[config.mk]
export PLATFORM = sky130hd
export DESIGN_NAME = pc_target_table
export DESIGN_NICKNAME = d
export VERILOG_FILES = /design/src/rtl/pc_tt_pkg.sv /design/src/rtl/pc_tt_adder.sv /design/src/rtl/pc_target_table.sv
export SDC_FILE = /design/constraint.sdc
export NUM_CORES = 1
export LEC_CHECK = 0
export CAP_MARGIN = 20
export CELL_PAD_IN_SITES_DETAIL_PLACEMENT = 2
export CELL_PAD_IN_SITES_GLOBAL_PLACEMENT = 2
export CORE_MARGIN = 2
export CORE_UTILIZATION = 41
export CTS_BUF_LIST = sky130_fd_sc_hd__clkbuf_8
export DETAILED_ROUTE_END_ITERATION = 12
export PLACE_DENSITY = 0.92
export SYNTH_ARGS = -nofsm -noshare
export SYNTH_HDL_FRONTEND = slang
export SYNTH_SLANG_ARGS = --single-unit
[constraint.sdc]
create_clock -name clk -period 10.3 [get_ports clk]
set_clock_uncertainty 0.05 [all_clocks]
set_input_delay 2.06 -clock clk [delete_from_list [all_inputs] [get_ports clk]]
set_output_delay 2.06 -clock clk [all_outputs]
set_load 0.01 [all_outputs]
[src/rtl/pc_tt_pkg.sv]
// pc_target_table shared types: default targets, FSM states, entry layout.
// Defaults are 32-bit signed and are truncated to the table width on use.
package pc_tt_pkg;

  localparam int N_DEFAULTS = 8;

  localparam logic signed [31:0] DEFAULT_TGT [N_DEFAULTS] = '{
    32'sd2, 32'sd3, 32'sd22, -32'sd26,
    32'sd130, -32'sd132, 32'sd162, -32'sd168
  };

  typedef enum logic {
    IDLE,
    RESTORE
  } state_t;

  typedef struct packed {
    logic               abs;
    logic signed [31:0] offset;
  } tt_entry_t;

  function automatic tt_entry_t default_entry(int unsigned idx);
    tt_entry_t e;
    e.abs    = 1'b0;
    e.offset = (idx < N_DEFAULTS) ? DEFAULT_TGT[idx[2:0]] : '0;
    return e;
  endfunction

endpackage

[src/rtl/pc_tt_adder.sv]
// Combinational next-PC: pc+1, absolute target, or pc+offset mod 2^D.
// wrap flags a modular wrap of the relative add or of the increment.
module pc_tt_adder #(
  parameter int D = 12
) (
  input  logic [D-1:0] pc,
  input  logic [D-1:0] entry,
  input  logic         abs,
  input  logic         taken,
  output logic [D-1:0] next_pc,
  output logic         wrap
);

  logic [D:0] sum_inc;
  logic [D:0] sum_rel;

  assign sum_inc = {1'b0, pc} + {{D{1'b0}}, 1'b1};
  assign sum_rel = {1'b0, pc} + {1'b0, entry};

  // Negative offsets wrap when the unsigned add does not carry.
  always_comb begin
    next_pc = sum_inc[D-1:0];
    wrap    = sum_inc[D];
    unique case (1'b1)
      !taken: begin
        next_pc = sum_inc[D-1:0];
        wrap    = sum_inc[D];
      end
      taken && abs: begin
        next_pc = entry;
        wrap    = 1'b0;
      end
      taken && !abs: begin
        next_pc = sum_rel[D-1:0];
        wrap    = sum_rel[D] ^ entry[D-1];
      end
      default: ;
    endcase
  end

endmodule

[src/rtl/pc_target_table.sv]
// Programmable branch-target table with registered next-PC output
// and a sequential restore-to-defaults walk.
module pc_target_table
  import pc_tt_pkg::*;
#(
  parameter int D         = 12,
  parameter int N_ENTRIES = 8,
  parameter int IDX_W     = $clog2(N_ENTRIES)
) (
  input  logic             clk,
  input  logic             rst_n,
  input  logic             req_valid,
  output logic             req_ready,
  input  logic [IDX_W-1:0] req_idx,
  input  logic             req_taken,
  input  logic [D-1:0]     pc_in,
  output logic             tgt_valid,
  output logic [D-1:0]     next_pc,
  output logic             pc_wrap,
  input  logic             wr_en,
  input  logic [IDX_W-1:0] wr_idx,
  input  logic [D-1:0]     wr_data,
  input  logic             wr_abs,
  input  logic             restore_req,
  output logic             busy
);

  state_t           state, state_nxt;
  logic [IDX_W-1:0] cnt, cnt_nxt;

  logic [D-1:0] ent_off [N_ENTRIES];
  logic         ent_abs [N_ENTRIES];

  logic         idle, accept;
  logic         req_in, wr_in, wr_ok, wr_hit;
  logic [D-1:0] lk_off, sum;
  logic         lk_abs, sum_wrap;

  function automatic logic [D:0] dflt(int unsigned i);
    tt_entry_t e;
    e = default_entry(i);
    return {e.abs, D'(e.offset)};
  endfunction

  assign idle      = (state == IDLE);
  assign req_ready = idle;
  assign busy      = !idle;
  assign accept    = req_valid && idle;

  assign req_in = {1'b0, req_idx} < (IDX_W+1)'(N_ENTRIES);
  assign wr_in  = {1'b0, wr_idx} < (IDX_W+1)'(N_ENTRIES);
  assign wr_ok  = wr_en && idle && wr_in;
  assign wr_hit = wr_ok && (wr_idx == req_idx);

  assign lk_off = wr_hit ? wr_data : ent_off[req_idx];
  assign lk_abs = wr_hit ? wr_abs : ent_abs[req_idx];

  // Out-of-range lookups degrade to the not-taken increment.
  pc_tt_adder #(.D(D)) u_add (
    .pc      (pc_in),
    .entry   (lk_off),
    .abs     (lk_abs),
    .taken   (req_taken && req_in),
    .next_pc (sum),
    .wrap    (sum_wrap)
  );

  always_comb begin
    state_nxt = state;
    cnt_nxt   = cnt;
    unique case (state)
      IDLE: begin
        if (restore_req) begin
          state_nxt = RESTORE;
          cnt_nxt   = '0;
        end
      end
      RESTORE: begin
        cnt_nxt = cnt + 1'b1;
        if (cnt == IDX_W'(N_ENTRIES - 1)) begin
          state_nxt = IDLE;
          cnt_nxt   = '0;
        end
      end
      default: state_nxt = IDLE;
    endcase
  end

  always_ff @(posedge clk or negedge rst_n) begin
    if (!rst_n) begin
      state <= IDLE;
      cnt   <= '0;
    end else begin
      state <= state_nxt;
      cnt   <= cnt_nxt;
    end
  end

  always_ff @(posedge clk or negedge rst_n) begin
    if (!rst_n) begin
      for (int i = 0; i < N_ENTRIES; i++)
        {ent_abs[i], ent_off[i]} <= dflt(i);
    end else if (!idle) begin
      {ent_abs[cnt], ent_off[cnt]} <= dflt(32'(cnt));
    end else if (wr_ok) begin
      ent_abs[wr_idx] <= wr_abs;
      ent_off[wr_idx] <= wr_data;
    end
  end

  always_ff @(posedge clk or negedge rst_n) begin
    if (!rst_n) begin
      tgt_valid <= 1'b0;
      next_pc   <= '0;
      pc_wrap   <= 1'b0;
    end else begin
      tgt_valid <= accept;
      if (accept) begin
        next_pc <= sum;
        pc_wrap <= sum_wrap;
      end
    end
  end

endmodule

==> metrics <==
worst r2r dst=pc_wrap; Tcrit/Tclk final=0.571; Rel. slew slack=0.334; ANT nets after route=0; synthesized area per cell=9.66 um2; Reg2Reg Depth=15; Slew Viols, Final=0; GPL Wtd Cong=0.934; final hold vios=0; via count=around 6500; WHS Endpoint=ent_off[43]; Setup crit end kind=flop; critical path's top delay family=simple AND/OR/NAND/NOR gates; Nets=822; Max Freq=approximately 0.17 GHz; Setup Viol. Count Final=0; Total Power=0.00223 W; Clock Latency Late Sink=0.48 ns; Via-to-Cell Ratio=roughly 6.5; switch share=0.430; leakage=approximately 3.4 nW; initial antenna violation count=0; critical-path cell list=clkdlybuf4s50_1, nand2_1, nor4_4, nand2_1, o21ai_0, ha_1, inv_1, fa_1, nand2b_1, a21oi_1, o21ai_0, o21ai_0, a31oi_1, xnor2_1, a31o_2; Net Sw Power=0.000960 W; Worst setup SP type=input pin; worst reg2reg startpoint=busy; Hold Slack=0.443 ns; CTS Buf Count=17; Main synth FF type=dfrtp_1; WL/cell=29.5 um; post-cts resize count=0; largest net degree at the start of global routing=67; first-pass GRT wire length=45.2 mm; DR top layer=met4; CP Class=in2reg; die height=between 100 and 150 um; DR pass1 iterations=5; number of placement rows=47; wire length on met2=about 15 mm; crit-path max cell delay=0.60 ns; Post-CTS Setup Inserts=0; fraction of layout cells with a size suffix above 1=0.145; Clock Sink Count=122; Diodes inserted=0; Worst-path clk slew=0.08 ns; Worst Path Arrival=6.19 ns; GR Overflow Total=0; met1 WL=11.8 mm; R2R setup slack=5.65 ns; Synthesized Nets=782; Detailed Route Iter0 Violations=474; CP max FO=17; die width=about 130 um; DIE AREA=0.0182 mm2; Post-route DRC=0; HPWL after DPL=a little under 20 mm; hold path start=ent_off[43]; CTS tree=done; max-cap violations=0; Seq cells post-synth=122; P_int=0.00127 W; TNS Setup=0 ns; I/O Buffers=52; combinational share of power=0.432; Clock power frac=0.190; register share of total power=0.378; Mapped Area=0.00702 mm2; hold depth=2; hold_buf cts=0; H-tree depth=4; Placeable Area=0.0166 mm2; Seq/Total Area, Yosys=0.441; I/O pins=53; Synth Instances=727; initial core utilization=0.422; Worst-Margin Slew=0.999 ns; largest vdd supply drop=126 uV; most used cell, CP=o21ai_0; number of synthesized flops with an enable pin=0; outcome=completed; Synth cell types=58; async set or reset register ratio after synthesis=1.00; CP max stage cell=clkdlybuf4s50_1; Clock Tree Buf Depth=2; Power Dens Cells=276 mW/mm2; vias in the first global route=7400; P&R area growth vs syn=15.1%; Hold Crit Class=reg2reg; RSZ-0062 raised after global routing=no; post-route minimum period=between 5 and 6 ns; yosys warns=0; CP Buf/Inv Count=2; WL final=29.5 mm; worst path required time=about 11 ns; routed wl met3=1.62 mm; Root Buffer=clkbuf_8; overall routing resource usage=0.335
==> state kept, by name, indices dropped and copies added, names as in the netlist <==
signal	flops
cnt	3
next_pc	12
ent_off	96
tgt_valid	1
busy	1
ent_abs	8
pc_wrap	1
==> cell usage in the layout (no fill, tap or decap), types with 7 or more instances in the layout <==
cell	n
inv_1	17
o221ai_1	10
nand4_1	9
and3_1	7
clkdlybuf4s50_1	50
o31ai_1	22
buf_4	10
mux2i_1	22
dfstp_2	36
a22o_1	7
a22oi_1	10
a21oi_1	51
ha_1	17
xnor2_1	14
clkbuf_8	21
mux4_2	26
xor2_1	9
dfrtp_1	86
o21ai_0	66
nand2_1	147
nor2_1	32
nand3_1	23
nor2b_1	8
==> synth_stat cells, types with 7 or more instances <==
cell | n | share of area
buf_2 | 7 | 0.0050
a22oi_1 | 10 | 0.011
nor2b_1 | 8 | 0.0071
nand4_1 | 9 | 0.0080
a22o_1 | 7 | 0.0087
xnor2_1 | 14 | 0.017
nor2_1 | 32 | 0.017
o31ai_1 | 22 | 0.024
nand3_1 | 23 | 0.016
o221ai_1 | 10 | 0.012
ha_1 | 17 | 0.030
o21ai_0 | 66 | 0.047
dfstp_2 | 36 | 0.13
inv_1 | 13 | 0.0070
nand2_1 | 147 | 0.079
mux2i_1 | 22 | 0.031
dfrtp_1 | 86 | 0.31
xor2_1 | 9 | 0.011
a21oi_1 | 51 | 0.036
mux4_2 | 26 | 0.083
clkbuf_1 | 30 | 0.016
and3_1 | 7 | 0.0062
==> tightest hold or removal path: stages, from the launching register on <==
cell and delay [ns]:
dfstp_2 0.38, inv_1 0.05, a22oi_1 0.06
==> metal layers <==
| layer | vias up | GRT usage |
|---|---|---|
| li1 | 2712 | - |
| met1 | 3422 | 0.400 |
| met2 | 270 | 0.573 |
| met3 | 94 | 0.0739 |
| met4 | 0 | 0.164 |
| met5 | - | 0 |
==> cell families (layout without fill, tap and decap cells) <==
logic type | after synthesis | after routing | synth area share
fa+ha+maj | 18 | 18 | 0.0331
simple gates | 256 | 256 | 0.165
flops | 122 | 122 | 0.441
buf+inv | 59 | 112 | 0.0376
mux | 49 | 49 | 0.117
compound gates | 200 | 200 | 0.178
xor+xnor | 23 | 23 | 0.0287
==> through the flow <==
stage	worst slack [ns]	utilization	instance area (um2)	std cells
2_1_floorplan	5.07	-	7020	727
3_3_place_gp	3.79	0.461	7670	964
3_5_place_dp	3.39	0.462	7690	965
4_1_cts	3.82	0.484	8060	997
5_1_grt	4.16	0.486	8080	1000
6_report	4.42	0.486	8080	1000
==> power groups by stage <==
stage | logic, W | registers (W) | clock network (W)
global placement | 0.000827 | 0.000801 | 0
detailed placement | 0.000908 | 0.000827 | 0
CTS | 0.000949 | 0.000834 | 0.000426
global route | 0.00104 | 0.000855 | 0.000447
floorplan | 0.000588 | 0.000777 | 0
finish | 0.000963 | 0.000843 | 0.000425
==> cell type report <==
class	count	area (um2)
flip-flops and latches	122	3100
repair buffers	64	614
fillers	1723	8560
clock buffers	21	289
inverters	16	60.1
well taps	220	275
clock inverters	11	82.6
multi-input cells	546	3660
==> worst max-delay path by stage <==
stage	start	endpoint	slack, ns	depth (start not counted)
finish	wr_en	pc_wrap	4.42	15
global route	wr_en	pc_wrap	4.16	15
CTS	wr_en	pc_wrap	3.82	15
detailed placement	wr_en	pc_wrap	3.39	15
global placement	req_idx[1]	pc_wrap	3.79	16
floorplan	req_idx[2]	pc_wrap	5.07	16
No activity file was read; power rests on OpenSTA's default activity.
